File: config.mk
export PLATFORM = sky130hd
export DESIGN_NAME = fe_redirect_ctrl
export DESIGN_NICKNAME = d
export VERILOG_FILES = /design/src/rtl/fe_redirect_ctrl_pkg.sv /design/src/rtl/sat_counter.sv /design/src/rtl/fe_redirect_ctrl.sv
export SDC_FILE = /design/constraint.sdc
export NUM_CORES = 1
export LEC_CHECK = 0
export ABC_AREA = 1
export CAP_MARGIN = 20
export CELL_PAD_IN_SITES_DETAIL_PLACEMENT = 0
export CELL_PAD_IN_SITES_GLOBAL_PLACEMENT = 1
export CORE_MARGIN = 5
export CORE_UTILIZATION = 32
export DETAILED_ROUTE_END_ITERATION = 7
export PLACE_DENSITY_LB_ADDON = 0.1
export REMOVE_ABC_BUFFERS = 1
export SYNTH_ARGS = -nofsm -noshare
export SYNTH_HDL_FRONTEND = slang
export SYNTH_SLANG_ARGS = --single-unit
File: constraint.sdc
create_clock -name clk_i -period 3.3 [get_ports clk_i]
set_input_delay 0.66 -clock clk_i [delete_from_list [all_inputs] [get_ports clk_i]]
set_output_delay 0.66 -clock clk_i [all_outputs]
set_load 0.01 [all_outputs]
File: src/rtl/fe_redirect_ctrl_pkg.sv
// Shared types and defaults for the front-end redirect controller.
// Redirect source encoding doubles as the priority class (higher value wins).
package fe_redirect_ctrl_pkg;

  localparam int DEFAULT_WORD_SIZE = 16;

  typedef enum logic [1:0] {
    SRC_NONE       = 2'd0,
    SRC_BRANCH     = 2'd1,
    SRC_MISPREDICT = 2'd2,
    SRC_EXCEPTION  = 2'd3
  } redirect_src_e;

  typedef enum logic [1:0] {
    ST_IDLE    = 2'd0,
    ST_PEND    = 2'd1,
    ST_RECOVER = 2'd2
  } fe_state_e;

endpackage

File: src/rtl/sat_counter.sv
// Saturating up-counter: holds at all-ones instead of wrapping.
module sat_counter #(
  parameter int WIDTH = 16
) (
  input  logic             clk,
  input  logic             rst_n,
  input  logic             inc,
  output logic [WIDTH-1:0] count
);

  always_ff @(posedge clk or negedge rst_n) begin
    if (!rst_n) begin
      count <= '0;
    end else if (inc && (count != '1)) begin
      count <= count + WIDTH'(1);
    end
  end

endmodule

File: src/rtl/fe_redirect_ctrl.sv
// Front-end redirect controller: prioritises exception / mispredict / branch
// redirects, holds backend redirects across stalls and masks stale branches.
module fe_redirect_ctrl
  import fe_redirect_ctrl_pkg::*;
#(
  parameter int WORD_SIZE_P      = DEFAULT_WORD_SIZE,
  parameter int EPOCH_WIDTH_P    = 2,
  parameter int RECOVER_CYCLES_P = 2,
  parameter int CNT_WIDTH_P      = 16
) (
  input  logic                     clk_i,
  input  logic                     reset_n_i,
  input  logic                     ready_i,
  input  logic                     exc_v_i,
  input  logic [WORD_SIZE_P-1:0]   exc_vector_i,
  input  logic                     mis_predict_i,
  input  logic [WORD_SIZE_P-1:0]   mis_target_i,
  input  logic                     br_take_i,
  input  logic [WORD_SIZE_P-1:0]   br_target_i,
  output logic                     redirect_v_o,
  output logic [WORD_SIZE_P-1:0]   redirect_pc_o,
  output logic [1:0]               redirect_src_o,
  output logic                     flush_f_d_o,
  output logic                     flush_d_b_o,
  output logic [EPOCH_WIDTH_P-1:0] epoch_o,
  output logic                     busy_o,
  output logic [CNT_WIDTH_P-1:0]   exc_cnt_o,
  output logic [CNT_WIDTH_P-1:0]   mis_cnt_o,
  output logic [CNT_WIDTH_P-1:0]   br_cnt_o,
  output logic [1:0]               state_o
);

  localparam int RC_W = (RECOVER_CYCLES_P > 1) ? $clog2(RECOVER_CYCLES_P) : 1;
  localparam logic [RC_W-1:0] RC_LOAD = RC_W'(RECOVER_CYCLES_P - 1);

  // Handshake: redirect_v_o is a one-cycle command with no back-pressure; the
  // front end must take redirect_pc_o in any cycle where redirect_v_o=1, and
  // issue only happens when ready_i=1.

  // Reset asserts asynchronously but releases on a clock edge.
  logic [1:0] rst_sync_q;
  logic       rst_n;

  always_ff @(posedge clk_i or negedge reset_n_i) begin
    if (!reset_n_i) begin
      rst_sync_q <= '0;
    end else begin
      rst_sync_q <= {rst_sync_q[0], 1'b1};
    end
  end

  assign rst_n = rst_sync_q[1];

  fe_state_e             state_q, state_d;
  logic [RC_W-1:0]       rc_q, rc_d;
  logic [WORD_SIZE_P-1:0] pend_pc_q, pend_pc_d;
  redirect_src_e         pend_src_q, pend_src_d;
  logic [EPOCH_WIDTH_P-1:0] epoch_q;

  logic                   be_v;
  logic [WORD_SIZE_P-1:0] be_pc;
  redirect_src_e          be_src;
  logic                   br_ok;
  logic                   issue_v;
  logic [WORD_SIZE_P-1:0] sel_pc;
  redirect_src_e          sel_src;

  // Backend candidate; a held exception is never displaced by a mispredict.
  always_comb begin
    be_v   = 1'b0;
    be_pc  = '0;
    be_src = SRC_NONE;
    if (exc_v_i) begin
      be_v   = 1'b1;
      be_pc  = exc_vector_i;
      be_src = SRC_EXCEPTION;
    end else if (mis_predict_i &&
                 !((state_q == ST_PEND) && (pend_src_q == SRC_EXCEPTION))) begin
      be_v   = 1'b1;
      be_pc  = mis_target_i;
      be_src = SRC_MISPREDICT;
    end else if (state_q == ST_PEND) begin
      be_v   = 1'b1;
      be_pc  = pend_pc_q;
      be_src = pend_src_q;
    end
  end

  always_comb begin
    br_ok   = br_take_i && (state_q == ST_IDLE);
    sel_pc  = '0;
    sel_src = SRC_NONE;
    if (be_v) begin
      sel_pc  = be_pc;
      sel_src = be_src;
    end else if (br_ok) begin
      sel_pc  = br_target_i;
      sel_src = SRC_BRANCH;
    end
    issue_v = rst_n && ready_i && (be_v || br_ok);
  end

  always_comb begin
    state_d    = state_q;
    rc_d       = rc_q;
    pend_pc_d  = pend_pc_q;
    pend_src_d = pend_src_q;
    case (state_q)
      ST_IDLE, ST_RECOVER: begin
        if (be_v && ready_i) begin
          state_d = ST_RECOVER;
          rc_d    = RC_LOAD;
        end else if (be_v) begin
          state_d    = ST_PEND;
          pend_pc_d  = be_pc;
          pend_src_d = be_src;
        end else if (state_q == ST_RECOVER) begin
          if (rc_q == '0) begin
            state_d = ST_IDLE;
          end else begin
            rc_d = rc_q - RC_W'(1);
          end
        end
      end
      ST_PEND: begin
        if (ready_i) begin
          state_d    = ST_RECOVER;
          rc_d       = RC_LOAD;
          pend_pc_d  = '0;
          pend_src_d = SRC_NONE;
        end else begin
          pend_pc_d  = be_pc;
          pend_src_d = be_src;
        end
      end
      default: state_d = ST_IDLE;
    endcase
  end

  always_ff @(posedge clk_i or negedge rst_n) begin
    if (!rst_n) begin
      state_q    <= ST_IDLE;
      rc_q       <= '0;
      pend_pc_q  <= '0;
      pend_src_q <= SRC_NONE;
      epoch_q    <= '0;
    end else begin
      state_q    <= state_d;
      rc_q       <= rc_d;
      pend_pc_q  <= pend_pc_d;
      pend_src_q <= pend_src_d;
      if (issue_v) begin
        epoch_q <= epoch_q + EPOCH_WIDTH_P'(1);
      end
    end
  end

  sat_counter #(.WIDTH(CNT_WIDTH_P)) u_exc_cnt (
    .clk   (clk_i),
    .rst_n (rst_n),
    .inc   (issue_v && (sel_src == SRC_EXCEPTION)),
    .count (exc_cnt_o)
  );

  sat_counter #(.WIDTH(CNT_WIDTH_P)) u_mis_cnt (
    .clk   (clk_i),
    .rst_n (rst_n),
    .inc   (issue_v && (sel_src == SRC_MISPREDICT)),
    .count (mis_cnt_o)
  );

  sat_counter #(.WIDTH(CNT_WIDTH_P)) u_br_cnt (
    .clk   (clk_i),
    .rst_n (rst_n),
    .inc   (issue_v && (sel_src == SRC_BRANCH)),
    .count (br_cnt_o)
  );

  assign redirect_v_o   = issue_v;
  assign redirect_pc_o  = issue_v ? sel_pc : '0;
  assign redirect_src_o = issue_v ? sel_src : SRC_NONE;
  assign flush_f_d_o    = issue_v;
  assign flush_d_b_o    = issue_v;
  assign epoch_o        = epoch_q;
  assign busy_o         = (state_q != ST_IDLE);
  assign state_o        = state_q;

endmodule

* Yosys cells after proc, flatten, opt, wreduce, memory -nomap -nowiden *
Cells that the tools add are included.

storage, ports and cells
  latch bits = 0
  bits in writable memories = 0
  ROM bits = 0
  memories kept = 0
  input bits = 54
  output and inout port bits = 74
  flip-flop bits (word level) = 73

cells by class
  reduce and logical (&&, ||, !) cells = 21
  $add $sub $neg = 5
  shift-type cells = 0
  multiply operators = 0
  muxes and demuxes = 35
  eq/ne operators = 16
  order comparisons = 0
  bitwise logic cells = 0
  div/mod/pow operators = 0

operators with widths
  kind                     count
  $mux W16                 9
  $add A16 B1 Y16 const B  3
  $ne A16 B16 Y1 const B   3
  $pmux W16 S2             1
  $mux W2                  13
  $logic_and A1 B1 Y1      12
  $mux W1                  9
  $eq A2 B2 Y1 const B     4
  $ne A4 B4 Y1 const B     2
  $pmux W2 S2              2
  $ne A2 B2 Y1 const B     3
  $ne A3 B3 Y1 const B     2
  $reduce_and A3 Y1        2
  $eq A2 B1 Y1 const B     2
  $reduce_and A4 Y1        1
  $reduce_bool A2 Y1       2
  $add A2 B1 Y2 const B    1
  $logic_not A2 Y1         1
  $pmux W1 S2              1
  $reduce_or A2 Y1         1
  $logic_not A1 Y1         1
  $logic_or A1 B1 Y1       1
  $sub A1 B1 Y1 const B    1

* Logic depth before layout (Yosys ltp) *
  depth after elaboration = 10
  mapped depth = 11
  mapped depth without buffers = 10

* Modules after synthesis *
Synthesis repeated with hierarchy kept, for this count alone.

second synthesis, totals
  cell total of the unflattened synthesis = 770
  area total of the unflattened synthesis = 5225.0 um2

modules (own cells, without submodules)
  module            seq. area each (um2)  area each (um2)  times used  cells each
  sat_counter       400.4                 1058.5           3           149
  fe_redirect_ctrl  625.6                 2049.5           1           323

* Worst setup path before layout *
OpenSTA, ideal clock, no wires.

  kind = register to output
  start = reg rst_sync_q[1]
  end = out redirect_pc_o[10]
  path slack = -0.391 ns
  path buffers = 1
  data required time = 2.640 ns
  stages on the path, launching flop included = 6
  arrival time = 3.031 ns
  cells stage by stage = dfrtp_1 > nand2_1 > nor2_4 > inv_1 > buf_2 > a21oi_1

on the way
  cells in the longest elaborated chain, start to end = 3

ends and longest elaborated chain
  element                           RTL line                 source
  start: declaration                fe_redirect_ctrl.sv:41   logic [1:0] rst_sync_q;
  start signal: assignment          fe_redirect_ctrl.sv:48   rst_sync_q <= {rst_sync_q[0], 1'b1};
  $logic_and A1 B1 Y1 (2 in a row)  fe_redirect_ctrl.sv:100  issue_v = rst_n && ready_i && (be_v || br_ok);
  via flush_d_b_o                   fe_redirect_ctrl.sv:24   output logic flush_d_b_o,
  $mux W16                          fe_redirect_ctrl.sv:180  assign redirect_pc_o = issue_v ? sel_pc : '0;
  end: declaration                  fe_redirect_ctrl.sv:21   output logic [WORD_SIZE_P-1:0] redirect_pc_o,

The timed path passes the listed nets, and every way through them passes these cells.

* Final worst setup path *
  start = in mis_predict_i
  end = out redirect_pc_o[7]

on the way
  cells in the longest elaborated chain, start to end = 6
  elaborated cells between the ends (all ways) = 9

ends and longest elaborated chain
  element                RTL line                 source
  start: declaration     fe_redirect_ctrl.sv:16   input logic mis_predict_i,
  $logic_and A1 B1 Y1 *  fe_redirect_ctrl.sv:77   end else if (mis_predict_i &&
  $mux W1                fe_redirect_ctrl.sv:77
  $mux W1                fe_redirect_ctrl.sv:73   if (exc_v_i) begin
  $logic_or A1 B1 Y1     fe_redirect_ctrl.sv:100
  $logic_and A1 B1 Y1    fe_redirect_ctrl.sv:100
  $mux W16 *             fe_redirect_ctrl.sv:180

Every way passes the cells marked *; elsewhere a longest branch is shown, timed or not.

==> metrics.md <==
| Metric | Value |
|---|---|
| Worst Path Max Fanout | 7 |
| Via count | 4865 |
| Clk sinks | 73 |
| Clock Pin Slew Worst Setup and Hold Paths | 0.06 ns |
| Final WL | 13.86 mm |
| Final min period | 3.210 ns |
| Vias in the first global route | 4732 |
| Setup TNS | 0 ns |
| Critical path data required time | 2.64 ns |
| Share of cells above drive strength 1 | 7.581% |
| Worst Hold Class | reg2async |
| Post-detail-place hpwl | 10.10 mm |
| Slew Limit Fails | 0 |
| Worst hold slack | 0.3554 ns |
| GRT Total Usage | 15.80% |
| Vias per cell | 4.774 |
| Primary FF master, synth | dfrtp_1 |
| CP Class | in2out |
| Detailed Routing Iterations Pass 1 | 5 |
| Synthesized flop and latch total | 73 |
| Clk buf depth | 2 |
| CP startpoint | mis_predict_i |
| Post-synthesis instance area | 4942 um^2 |
| Power density over cell area | 402.1 nW/um^2 |
| TritonCTS Buffers | 9 |
| Largest net degree at the start of global routing | 72 |
| Distinct cells, synth | 35 |
| Area grow syn2layout | 36.76% |
| Worst ir drop on vdd | 0.2843 mV |
| Mapped Avg Cell Area | 7.070 um^2 |
| H-tree levels | 3 |
| Outcome | finished, final reports clean |
| Die Width | 134.3 um |
| Initial antenna violation count | 0 |
| Total core area | 15200 um^2 |
| Fin. Hold Viols | 0 |
| Final Setup Violations | 0 |
| Leak pwr | 3.100 nW |
| Worst EP arrival | 2.55 ns |
| CTS root buf | clkbuf_16 |
| Post-synth EDFFs | 0 |
| Ant diodes | 0 |
| Post-route ant nets | 0 |
| Final design utilization | 44.46% |
| Cell Rows | 45 |
| Final period util | 97.27% |
| DRC viols | 0 |
| CTS tree | done |
| FFs w/ async S/R, synth | 100.0% |
| Gpl congestion | 0.8054 |
| Setup Skew | 0.007697 ns |
| Mapped Cells | 699 |
| Clk Latency, worst-skew pair | 0.33 ns |
| Starting Density | 32.51% |
| Synth warnings | 0 |
| CP endpoint kind | output pin |
| IO Count | 128 |
| Startpoint types | primary input |
| GR Overflow Total | 0 |
| Register area share after synthesis | 36.96% |
| RSZ-0062 raised after global routing | false |
| Die ar. | 18030 um^2 |
| Nets | 883 |
| Routed len/inst | 13.60 um |
| Initial DRC Count | 198 |
| I/O Buffers | 127 |
| Hold bufs inserted after CTS | 0 |
| First-pass GRT wire length | 23.45 mm |
| Max-cap violations | 0 |
| Reg-to-reg startpoint | u_mis_cnt.count[1]$_DFFE_PN0P_ |
| Max Freq | 311.5 MHz |
| Die height | 134.3 um |
[routing by layer]
metal	wire length, um	part of all wire (%)	vias to the layer above	GRT usage, %
met3	634	4.6	13	3.151
met2	6685	48	98	26.65
li1	-	-	2517	-
met5	0	0	-	0
met1	6342	46	2237	20.59
met4	196	1.4	0	4.525
[power breakdown]
| group | switching, W | internal, W | leakage [nW] | total (W) |
|---|---|---|---|---|
| logic | 0.000345 | 0.000338 | 2.00 | 0.000683 |
| registers | 0.000119 | 0.00100 | 0.967 | 0.00112 |
| clock network | 0.000364 | 0.000550 | 0.133 | 0.000914 |
| total | 0.000828 | 0.00189 | 3.10 | 0.00272 |
[logic make-up (layout without fill, tap and decap cells)]
family / count (synthesis) / after routing / share of synthesized area, %
simple gates: 435 / 435 / 40.43
buf+inv: 82 / 214 / 7.291
flops: 73 / 73 / 36.96
compound gates: 72 / 72 / 8.633
xor+xnor: 33 / 33 / 5.848
fa+ha+maj: 3 / 3 / 0.7596
other cells: 1 / 1 / 0.07588
[repair_timing]
item	CTS	global route
buffers inserted	0	1
setup endpoints to repair	0	12
resized for setup	0	7
[placed cells by master, fill, tap and decap left out, types with 16 or more instances in the layout]
cell type and instances:
nand2_1 246, clkdlybuf4s50_1 123, o211ai_1 16, dfrtp_1 72
inv_1 48, nor2_1 60, o21ai_0 29, nand3_1 89
xor2_1 18, a21oi_1 16
[registers in the layout, summed over array words and instances (netlist names)]
name / count
u_exc_cnt.count: 16
pend_src_q: 2
u_br_cnt.count: 16
pend_pc_q: 16
rst_sync_q: 2
u_mis_cnt.count: 16
rc_q: 1
state_o: 2
epoch_o: 2
[through the flow]
stage          power, W  cells  cell area (um^2)  setup WS [ns]
3_3_place_gp   0.001817   1001              6409        0.05100
3_5_place_dp   0.001821   1001              6409        0.03791
6_report       0.002718   1019              6759        0.08998
4_1_cts        0.002756   1017              6685        0.03607
2_1_floorplan  0.001472    674              4796        -0.4270
5_1_grt        0.002888   1019              6759       0.008196
[worst paths after layout]
check,cells past startpoint,end,slack [ns]
worst min-delay path,1,pend_pc_q[2]$_DFFE_PN0P_,0.36
min in group clk_i,0,rst_sync_q[1]$_DFF_PN0_,0.36
max in group asynchronous,2,pend_pc_q[6]$_DFFE_PN0P_,2.39
worst max register to register,7,u_mis_cnt.count[9]$_DFFE_PN0P_,1.23
worst max-delay path,9,redirect_pc_o[7],0.09
worst min register to register,1,pend_pc_q[2]$_DFFE_PN0P_,0.36
[synth_stat cells, types with 9 or more instances]
cell type / count / area share (%)
nand3_1: 89 / 9.0
a21oi_1: 16 / 1.6
inv_1: 49 / 3.7
nor2_1: 60 / 4.6
o211ai_1: 16 / 2.4
xnor2_1: 15 / 2.7
nand2_1: 246 / 19
buf_2: 9 / 0.91
dfrtp_1: 73 / 37
o21ai_0: 29 / 2.9
xor2_1: 18 / 3.2
nand4_1: 11 / 1.4
[cell type report]
type	instances	area [um^2]
repair buffers	141	1435
clock buffers	14	264.0
fillers	1564	8443
flip-flops and latches	73	1831
multi-input cells	544	2764
clock inverters	2	12.51
inverters	57	217.7
well taps	188	235.2
[worst max-delay path, cell delays in order]
cell and delay [ns]:
clkdlybuf4s50_1 0.46, inv_2 0.12, nand3_4 0.08, buf_4 0.17
nor2_4 0.12, buf_4 0.18, nand2_1 0.06, a21oi_1 0.14
clkdlybuf4s50_1 0.55
Power figures use the tool's default switching activity.
